===== src/rtl/mem_access_ctrl_pkg.sv =====
// rtl/mem_access_ctrl_pkg.sv - op codes, RAM control constants and op classification helpers
// Shared by mem_access_ctrl and mem_lane_align. Op bus is MEM_OP_W bits wide;
// codes 9..15 are undefined and treated like MEM_OP_NONE.
package mem_access_ctrl_pkg;

  localparam int MEM_OP_W = 4;

  localparam logic        CHIP_ENABLE   = 1'b1;
  localparam logic        CHIP_DISABLE  = 1'b0;
  localparam logic        WRITE_ENABLE  = 1'b1;
  localparam logic        WRITE_DISABLE = 1'b0;
  localparam logic [31:0] ZERO_WORD     = 32'h0000_0000;

  localparam logic [MEM_OP_W-1:0] MEM_OP_NONE = 4'd0;
  localparam logic [MEM_OP_W-1:0] MEM_OP_LB   = 4'd1;
  localparam logic [MEM_OP_W-1:0] MEM_OP_LBU  = 4'd2;
  localparam logic [MEM_OP_W-1:0] MEM_OP_LH   = 4'd3;
  localparam logic [MEM_OP_W-1:0] MEM_OP_LHU  = 4'd4;
  localparam logic [MEM_OP_W-1:0] MEM_OP_LW   = 4'd5;
  localparam logic [MEM_OP_W-1:0] MEM_OP_SB   = 4'd6;
  localparam logic [MEM_OP_W-1:0] MEM_OP_SH   = 4'd7;
  localparam logic [MEM_OP_W-1:0] MEM_OP_SW   = 4'd8;

  typedef enum logic [1:0] {
    ST_IDLE   = 2'd0,
    ST_ACCESS = 2'd1,
    ST_RESP   = 2'd2
  } mem_state_e;

  function automatic logic op_is_load(input logic [MEM_OP_W-1:0] op);
    return (op >= MEM_OP_LB) && (op <= MEM_OP_LW);
  endfunction

  function automatic logic op_is_store(input logic [MEM_OP_W-1:0] op);
    return (op >= MEM_OP_SB) && (op <= MEM_OP_SW);
  endfunction

  function automatic logic op_is_byte(input logic [MEM_OP_W-1:0] op);
    return (op == MEM_OP_LB) || (op == MEM_OP_LBU) || (op == MEM_OP_SB);
  endfunction

  function automatic logic op_is_half(input logic [MEM_OP_W-1:0] op);
    return (op == MEM_OP_LH) || (op == MEM_OP_LHU) || (op == MEM_OP_SH);
  endfunction

  function automatic logic op_is_word(input logic [MEM_OP_W-1:0] op);
    return (op == MEM_OP_LW) || (op == MEM_OP_SW);
  endfunction

  // Only meaningful when alignment exceptions are enabled.
  function automatic logic op_misaligned(input logic [MEM_OP_W-1:0] op,
                                         input logic [1:0]          addr_lo);
    return (op_is_half(op) && addr_lo[0]) || (op_is_word(op) && (addr_lo != 2'b00));
  endfunction

endpackage


===== src/rtl/mem_lane_align.sv =====
// rtl/mem_lane_align.sv - big-endian byte-lane select, store replication and load extension
// Ports: op/addr_lo select the lane(s); wdata is right-justified store data;
// rdata is the raw RAM word. sel (bit3 = [31:24]), lane_wdata (replicated
// store data) and ext_rdata (sign/zero-extended load result) are combinational.
module mem_lane_align
  import mem_access_ctrl_pkg::*;
(
  input  logic [MEM_OP_W-1:0] op,
  input  logic [1:0]          addr_lo,
  input  logic [31:0]         wdata,
  input  logic [31:0]         rdata,
  output logic [3:0]          sel,
  output logic [31:0]         lane_wdata,
  output logic [31:0]         ext_rdata
);

  logic [7:0]  rbyte;
  logic [15:0] rhalf;

  always_comb begin
    sel        = 4'b0000;
    lane_wdata = ZERO_WORD;
    ext_rdata  = ZERO_WORD;

    // addr 00 is the most significant byte of the word
    case (addr_lo)
      2'd0:    rbyte = rdata[31:24];
      2'd1:    rbyte = rdata[23:16];
      2'd2:    rbyte = rdata[15:8];
      default: rbyte = rdata[7:0];
    endcase
    rhalf = addr_lo[1] ? rdata[15:0] : rdata[31:16];

    if (op_is_byte(op)) begin
      sel        = 4'b1000 >> addr_lo;
      lane_wdata = {4{wdata[7:0]}};
    end else if (op_is_half(op)) begin
      sel        = addr_lo[1] ? 4'b0011 : 4'b1100;
      lane_wdata = {2{wdata[15:0]}};
    end else if (op_is_word(op)) begin
      sel        = 4'b1111;
      lane_wdata = wdata;
    end

    case (op)
      MEM_OP_LB:  ext_rdata = {{24{rbyte[7]}}, rbyte};
      MEM_OP_LBU: ext_rdata = {24'h000000, rbyte};
      MEM_OP_LH:  ext_rdata = {{16{rhalf[15]}}, rhalf};
      MEM_OP_LHU: ext_rdata = {16'h0000, rhalf};
      MEM_OP_LW:  ext_rdata = rdata;
      default:    ext_rdata = ZERO_WORD;
    endcase
  end

endmodule


===== src/rtl/mem_access_ctrl.sv =====
// rtl/mem_access_ctrl.sv - single-outstanding load/store initiator for the byte-lane data RAM
// Ports: clk, rst (async, active-low); request handshake req_valid/req_ready
// with req_op/req_addr/req_wdata; one-cycle resp_valid with resp_rdata;
// stall_o holds the pipeline; mem_ce/mem_we/mem_addr/mem_sel/mem_wdata drive
// the RAM and mem_rdata returns combinationally. WAIT_STATES adds RAM cycles.
// Optional MEM_ALIGN_EXC_EN adds exc_adel/exc_ades/bad_vaddr and turns
// misaligned halfword/word accesses into exceptions instead of truncation.
module mem_access_ctrl
  import mem_access_ctrl_pkg::*;
#(
  parameter int WAIT_STATES = 0
) (
  input  logic                clk,
  input  logic                rst,
  input  logic                req_valid,
  output logic                req_ready,
  input  logic [MEM_OP_W-1:0] req_op,
  input  logic [31:0]         req_addr,
  input  logic [31:0]         req_wdata,
  output logic                resp_valid,
  output logic [31:0]         resp_rdata,
  output logic                stall_o,
  output logic                mem_ce,
  output logic                mem_we,
  output logic [31:0]         mem_addr,
  output logic [3:0]          mem_sel,
  output logic [31:0]         mem_wdata,
`ifdef MEM_ALIGN_EXC_EN
  output logic                exc_adel,
  output logic                exc_ades,
  output logic [31:0]         bad_vaddr,
`endif
  input  logic [31:0]         mem_rdata
);

  mem_state_e          state_q, state_d;
  logic [3:0]          wait_q;
  logic [MEM_OP_W-1:0] op_q;
  logic [31:0]         addr_q;
  logic [31:0]         wdata_q;
  logic [31:0]         rdata_q;

  logic        accept, in_access, last_access, req_mis, direct_resp;
  logic [3:0]  lane_sel;
  logic [31:0] lane_wdata, ext_rdata;

`ifdef MEM_ALIGN_EXC_EN
  assign req_mis = op_misaligned(req_op, req_addr[1:0]);
`else
  assign req_mis = 1'b0;
`endif

  assign accept      = (state_q == ST_IDLE) && req_valid;
  assign in_access   = (state_q == ST_ACCESS);
  assign last_access = in_access && (wait_q == 4'(WAIT_STATES));
  // NONE, undefined codes and faulting accesses answer without touching the RAM
  assign direct_resp = !(op_is_load(req_op) || op_is_store(req_op)) || req_mis;

  always_comb begin
    state_d = state_q;
    case (state_q)
      ST_IDLE:   if (req_valid) state_d = direct_resp ? ST_RESP : ST_ACCESS;
      ST_ACCESS: if (last_access) state_d = ST_RESP;
      ST_RESP:   state_d = ST_IDLE;
      default:   state_d = ST_IDLE;
    endcase
  end

  always_ff @(posedge clk or negedge rst) begin
    if (!rst) begin
      state_q <= ST_IDLE;
      wait_q  <= 4'd0;
      op_q    <= MEM_OP_NONE;
      addr_q  <= ZERO_WORD;
      wdata_q <= ZERO_WORD;
      rdata_q <= ZERO_WORD;
    end else begin
      state_q <= state_d;
      if (accept) begin
        op_q    <= req_op;
        addr_q  <= req_addr;
        wdata_q <= req_wdata;
        wait_q  <= 4'd0;
        if (direct_resp) rdata_q <= ZERO_WORD;
      end else if (in_access) begin
        // result register only moves as RESP is entered, so it holds between responses
        if (last_access) rdata_q <= op_is_load(op_q) ? ext_rdata : ZERO_WORD;
        else             wait_q  <= wait_q + 4'd1;
      end
    end
  end

  mem_lane_align u_lane_align (
    .op         (op_q),
    .addr_lo    (addr_q[1:0]),
    .wdata      (wdata_q),
    .rdata      (mem_rdata),
    .sel        (lane_sel),
    .lane_wdata (lane_wdata),
    .ext_rdata  (ext_rdata)
  );

  assign req_ready  = (state_q == ST_IDLE);
  // gated so a request waiting during reset does not raise the stall
  assign stall_o    = rst && (accept || in_access);
  assign resp_valid = (state_q == ST_RESP);
  assign resp_rdata = rdata_q;
  assign mem_ce     = in_access ? CHIP_ENABLE : CHIP_DISABLE;
  assign mem_we     = (in_access && op_is_store(op_q)) ? WRITE_ENABLE : WRITE_DISABLE;
  assign mem_addr   = in_access ? {addr_q[31:2], 2'b00} : ZERO_WORD;
  assign mem_sel    = in_access ? lane_sel : 4'b0000;
  assign mem_wdata  = (in_access && op_is_store(op_q)) ? lane_wdata : ZERO_WORD;

`ifdef MEM_ALIGN_EXC_EN
  logic        exc_load_q, exc_store_q;
  logic [31:0] bad_vaddr_q;

  always_ff @(posedge clk or negedge rst) begin
    if (!rst) begin
      exc_load_q  <= 1'b0;
      exc_store_q <= 1'b0;
      bad_vaddr_q <= ZERO_WORD;
    end else if (accept) begin
      exc_load_q  <= req_mis && op_is_load(req_op);
      exc_store_q <= req_mis && op_is_store(req_op);
      if (direct_resp) bad_vaddr_q <= req_mis ? req_addr : ZERO_WORD;
    end else if (last_access) begin
      bad_vaddr_q <= ZERO_WORD;
    end
  end

  assign exc_adel  = resp_valid && exc_load_q;
  assign exc_ades  = resp_valid && exc_store_q;
  assign bad_vaddr = bad_vaddr_q;
`endif

endmodule


===== config.mk =====
export PLATFORM = sky130hd
export DESIGN_NAME = mem_access_ctrl
export DESIGN_NICKNAME = d
export VERILOG_FILES = /design/src/rtl/mem_access_ctrl_pkg.sv /design/src/rtl/mem_lane_align.sv /design/src/rtl/mem_access_ctrl.sv
export SDC_FILE = /design/constraint.sdc
export NUM_CORES = 1
export LEC_CHECK = 0
export ABC_AREA = 0
export BUFFER_PORTS_ARGS = -buffer_cell sky130_fd_sc_hd__clkbuf_2
export CORE_MARGIN = 2
export CORE_UTILIZATION = 50
export CTS_CLUSTER_SIZE = 30
export DETAILED_ROUTE_END_ITERATION = 6
export GPL_TIMING_DRIVEN = 0
export PLACE_DENSITY = 0.8
export SYNTH_ARGS = -nofsm -noshare
export SYNTH_HDL_FRONTEND = slang
export SYNTH_SLANG_ARGS = --single-unit

===== constraint.sdc =====
create_clock -name clk -period 5.2 [get_ports clk]
set_input_delay 0.52 -clock clk [delete_from_list [all_inputs] [get_ports clk]]
set_output_delay 0.52 -clock clk [all_outputs]
set_load 0.03 [all_outputs]

; ---- After elaboration in Yosys (flattened, before gate mapping)
; Index checks and enable logic that the tools add are counted.
[classes]
mux = 27
n_reduce_logical = 23
shift = 1
eq_ne = 16
magnitude_cmp = 8
add_sub_neg = 1
[op_table]
columns = cell, count
row1 = 32-bit 2-to-1 mux, 10
row2 = 32-bit case mux with 5 select lines, 1
row3 = 4-bit 2-to-1 mux, 8
row4 = 8-bit case mux with 3 select lines, 1
row5 = 4-bit by 3-bit equality test with 1-bit output (second input constant), 4
row6 = 16-bit 2-to-1 mux, 1
row7 = 4-bit by 2-bit equality test with 1-bit output (second input constant), 2
row8 = 4-bit by 1-bit >= comparator with 1-bit output (second input constant), 2
row9 = 4-bit by 3-bit >= comparator with 1-bit output (second input constant), 2
row10 = 4-bit by 3-bit less-or-equal comparator with 1-bit output (second input constant), 2
row11 = 4-bit less-or-equal comparator (second input constant), 2
row12 = 1-bit logical AND, 8
row13 = 1-bit logical OR, 7
row14 = 2-bit 2-to-1 mux, 3
row15 = 2-bit != test (second input constant), 3
row16 = 4-bit by 1-bit adder with 4-bit output (second input constant), 1
row17 = 2-bit by 1-bit equality test with 1-bit output (second input constant), 2
row18 = 2-bit equality test (second input constant), 2
row19 = 4-bit by 1-bit equality test with 1-bit output (second input constant), 1
row20 = 4-bit equality test (second input constant), 1
row21 = 2-bit zero test, 2
row22 = 4-bit zero test, 1
row23 = 2-bit case mux with 2 select lines, 1
row24 = 2-bit AND reduction, 2
row25 = 5 further kinds, 7
[word_totals]
in_bits = 103
elab_cells = 82
reg_bits = 106
output_inout_bits = 105

; ---- Logic depth before layout (Yosys ltp)
[depth]
depth_word = 7
ltp_mapped = 8
mapped_depth_nobuf = 6

; ---- Modules after synthesis
; From an unflattened synthesis, not the netlist that was laid out.
[hier_totals]
hier_cells = 575
hier_area_um2 = 6163.4
[by_module_without_submodules]
columns = module, area_each_um2, cells_per_inst, n_inst, seq_area_each_um2
row1 = mem_access_ctrl, 4604.4, 337, 1, 2652.5
row2 = mem_lane_align, 1559.0, 238, 1, 0.0

; ---- Worst setup path before layout
; Ideal clock, no wire load.
[synth_timing]
kind = reg-to-output
from = register op_q[0]
to = output mem_wdata[24]
n_path_buf = 3
t_required_ps = 4680
t_arrival_ps = 2049
slack_ps = 2631
stages_incl_launch_ff = 8
path_cell_list = dfrtp_1 > buf_4 > buf_2 > nor3b_1 > o21ai_2 > buf_4 > nor2_1 > nor3_1
[synth_via]
elab_chain_cells = 6
elab_cells_between_ends = 21
classes_between = order compare: 2 / eq/ne: 8 / mux: 4 / reduce/logical: 7
[synth_lines]
columns = item, line_no
row1 = start: declaration, mem_access_ctrl.sv:38  ; logic [MEM_OP_W-1:0] op_q;
row2 = start signal: assignment, mem_access_ctrl.sv:80  ; op_q <= req_op;
row3 = "4-bit by 3-bit equality test with 1-bit output, or another cell as far along", mem_access_ctrl_pkg.sv:47  ; return (op == MEM_OP_LW) || (op == MEM_OP_SW);
row4 = 1-bit logical OR (on tied branches), "mem_access_ctrl_pkg.sv:47, mem_access_ctrl_pkg.sv:43"
row5 = 32-bit 2-to-1 mux or 1-bit logical OR (tied branches), "mem_lane_align.sv:40, mem_access_ctrl_pkg.sv:43"
row6 = 32-bit 2-to-1 mux, mem_lane_align.sv:37  ; end else if (op_is_half(op)) begin
row7 = 32-bit 2-to-1 mux, mem_lane_align.sv:34  ; if (op_is_byte(op)) begin
row8 = 32-bit 2-to-1 mux (*), mem_access_ctrl.sv:112  ; assign mem_wdata = (in_access && op_is_store(op_q)) ? lane_wdata : ZERO_WORD;
row9 = end: declaration, mem_access_ctrl.sv:27  ; output logic [31:0] mem_wdata,
; Every way passes the cells marked *; elsewhere a longest branch is shown, timed or not.

; ---- Worst setup path in the final report
[layout_timing]
from = register op_q[2]
to = output mem_wdata[26]
; Same word-level chain as after synthesis.

==> results.cfg <==
[outcome]
status = finished, violations left
violations = DRC

[cts]
clock-sinks = 106
cts_tree = done
cts_root_buf = clkbuf_16
htreeDepth = 3
insertion_delay_ns = 0.35
clkTransAtPathRegs_ns = 0.06
numCtsBuffers = 9
clk_path_buf_depth = 2
ctsHoldBuffers = 0
cts_resized = 0
post-cts-setup-buffers = 0

[routing]
antenna_left = 0
first_iter_violations = 602
vias = 5208
drc = 3
drt-pass1-iter-count = 7
routedWlPerCell_um = 18.6
routed_via_density = 5.85
drt-total-wl_um = 16500

[setup_path]
worstPathCellList = buf_2 > nor4b_2 > o21ai_1 > clkbuf_1 > nor3_1 > clkbuf_2
worstRegToRegCells = 7
ff2ff_setup_slack_ns = 2.93
crit_slowest_cell = dfrtp_1
crit_required_ns = 4.68
crit_fanout = 10
r2r_start = wait_q[0]$_DFFE_PN0P_
timing.rr.end = resp_rdata[19]$_DFFE_PN0P_
cp.arrival_ns = 2.44
endpoint_kind = primary output
max_stage_delay_ns = 0.45
critPathLaunchType = flip-flop
crit_type = flip-flop to primary output

[placement]
gp_congestion = 0.901
hpwl_um = 12500
dpl.cell_count = 878
portBuffers = 205
placedInstanceArea_um2 = 7070

[grt]
grt_pass1_vias = 5350
grt_pass1_wl_um = 26300
antenna_found_initial = 0
grt.overflow.total = 0
grt_max_degree = 57
grt_usage_pct = 26.3

[synthesis]
synth_seq_cells = 106
synth.cell_area_um2 = 5830
synthDistinctLibCells = 66
ys_seq_area_share_pct = 45.5
synth.area.top_cells = dfrtp_1, mux2_2, and2_1
yosys-top-cells-count = dfrtp_1, mux2_2, and2_1, nor2_1, inv_1
async_flop_share_pct = 100
synth_most_common_cell = dfrtp_1
synth_edf_count = 0
syn_area_per_cell_um2 = 11.0
yosys.area.top_type = dfrtp_1
ys_warn_count = 0
synth_flop_cell = dfrtp_1
netlist.area_leader.share_pct = 45.5
syn_inst = 528

[pwr]
pwr-share-comb_pct = 40.5
ir_worst_vdd_uv = 232
p_seq_share_pct = 39.3
pwr_density_cell_nw_per_um2 = 415
power_leakage_nw = 3.59
internal_power_mw = 1.88
p_clk_share_pct = 20.2
switchingPower_mw = 1.16
netSwitchingFraction_pct = 38.1

[floorplanning]
rows = 39
die_h_um = 112
core_um2 = 11400
start_util_pct = 51.1
fp.dieW_um = 112
io-pin-count = 208
die_area_um2 = 12500

[timing]
rsz0062_at_grt = no
period_minus_slack_ns = 2.96
worstMarginPinSlew_ns = 0.746
fin_crit_sh_pct = 56.8
setup_viol = 0
hold_viol_final = 0
fin_setup_tns_ns = 0
fmaxAchievable_mhz = 338
finClkSkew_ns = 0.00526
maxSlewViolCount = 0
relSlewSlack_pct = 50.3

[final_layout]
finalNetCount = 851
final_cells = 890
num_antenna_cells = 0
drive_gt1_share_pct = 45.4
design_area_um2 = 7320
final_util_pct = 64.1
area_delta_synth_final_pct = 25.5

[worst_hold_path]
holdCritPathClass = input port to async pin

[flow_run]
cap_violations = 0
cell type report:
| cell class | instances | area [µm²] |
|---|---|---|
| buffer | 46 | 246 |
| clock buffer | 11 | 243 |
| inverter | 23 | 86.3 |
| timing repair buffer | 206 | 1060 |
| tap | 143 | 179 |
| clock inverter | 1 | 5.00 |
| fill | 939 | 4100 |
| sequential | 106 | 2650 |
| multi-input combinational | 354 | 2850 |
critical path: cells and delay by family (launching register included):
family          cells  cell delay (ns)
simple gates        2             0.60
buf+inv             3             0.76
flops               1             0.45
compound gates      1             0.27
stage by stage:
step	power (mW)	setup slack (ns)	hold WS, ns
global route	3.19	2.14	0.321
finish	3.04	2.24	0.252
CTS	3.04	2.26	0.284
global placement	2.37	1.74	0.482
floorplan	2.06	2.63	0.224
detailed placement	2.42	2.47	0.488
how the worst max path moves through the flow:
stage                        startpoint            end  slack, ns  cells after the start
floorplan           op_q[0]$_DFFE_PN0P_  mem_wdata[24]       2.63                      7
global placement                    rst        stall_o       1.74                      3
detailed placement            req_valid        stall_o       2.47                      6
CTS                 op_q[2]$_DFFE_PN0P_  mem_wdata[26]       2.26                      6
global route        op_q[2]$_DFFE_PN0P_  mem_wdata[27]       2.14                      6
finish              op_q[2]$_DFFE_PN0P_  mem_wdata[26]       2.24                      6
cells in the final DEF (no fill, tap or decap), types with 7 or more instances in the layout:
cell type | Yosys | routed
clkbuf_2 | 0 | 204
dfrtp_1 | 106 | 106
mux2_2 | 65 | 65
and2_1 | 42 | 42
nor2_1 | 35 | 35
inv_1 | 21 | 21
clkbuf_1 | 20 | 21
nand2b_1 | 20 | 20
nand2_1 | 15 | 15
nand3_1 | 15 | 15
buf_2 | 14 | 14
o221ai_1 | 12 | 12
mux2i_1 | 11 | 11
a221o_2 | 10 | 10
a31oi_1 | 9 | 9
a221o_1 | 9 | 9
clkbuf_16 | 0 | 9
a222oi_1 | 8 | 8
a22oi_1 | 8 | 8
buf_4 | 7 | 7
a2bb2oi_1 | 7 | 7
nor3_1 | 7 | 7
kinds of logic after synthesis:
group,Yosys count,share of synthesized area (%)
compound gates,104,15.7
xor+xnor,4,0.601
fa+ha+maj,3,0.622
buf+inv,69,5.71
flops,106,45.5
mux,81,16.4
other cells,1,0.0643
simple gates,160,15.4
state kept, by name (all words and copies together), names as in the netlist:
signal / cells
state_q: 2
resp_rdata: 32
wdata_q: 32
op_q: 4
wait_q: 4
addr_q: 32
power groups by stage:
stage / registers [mW] / clock network (mW) / logic, mW
5_1_grt: 1.22 / 0.655 / 1.32
2_1_floorplan: 1.27 / 0 / 0.785
3_5_place_dp: 1.20 / 0 / 1.22
6_report: 1.19 / 0.613 / 1.23
4_1_cts: 1.19 / 0.628 / 1.23
3_3_place_gp: 1.19 / 0 / 1.18
per-layer routing:
layer	wire length (µm)	GRT usage, %
met4	535	12.1
met2	8020	43.6
met3	1590	6.75
met1	6360	32.3
met5	0	0
Note: power is estimated with default switching activity, not from simulation.
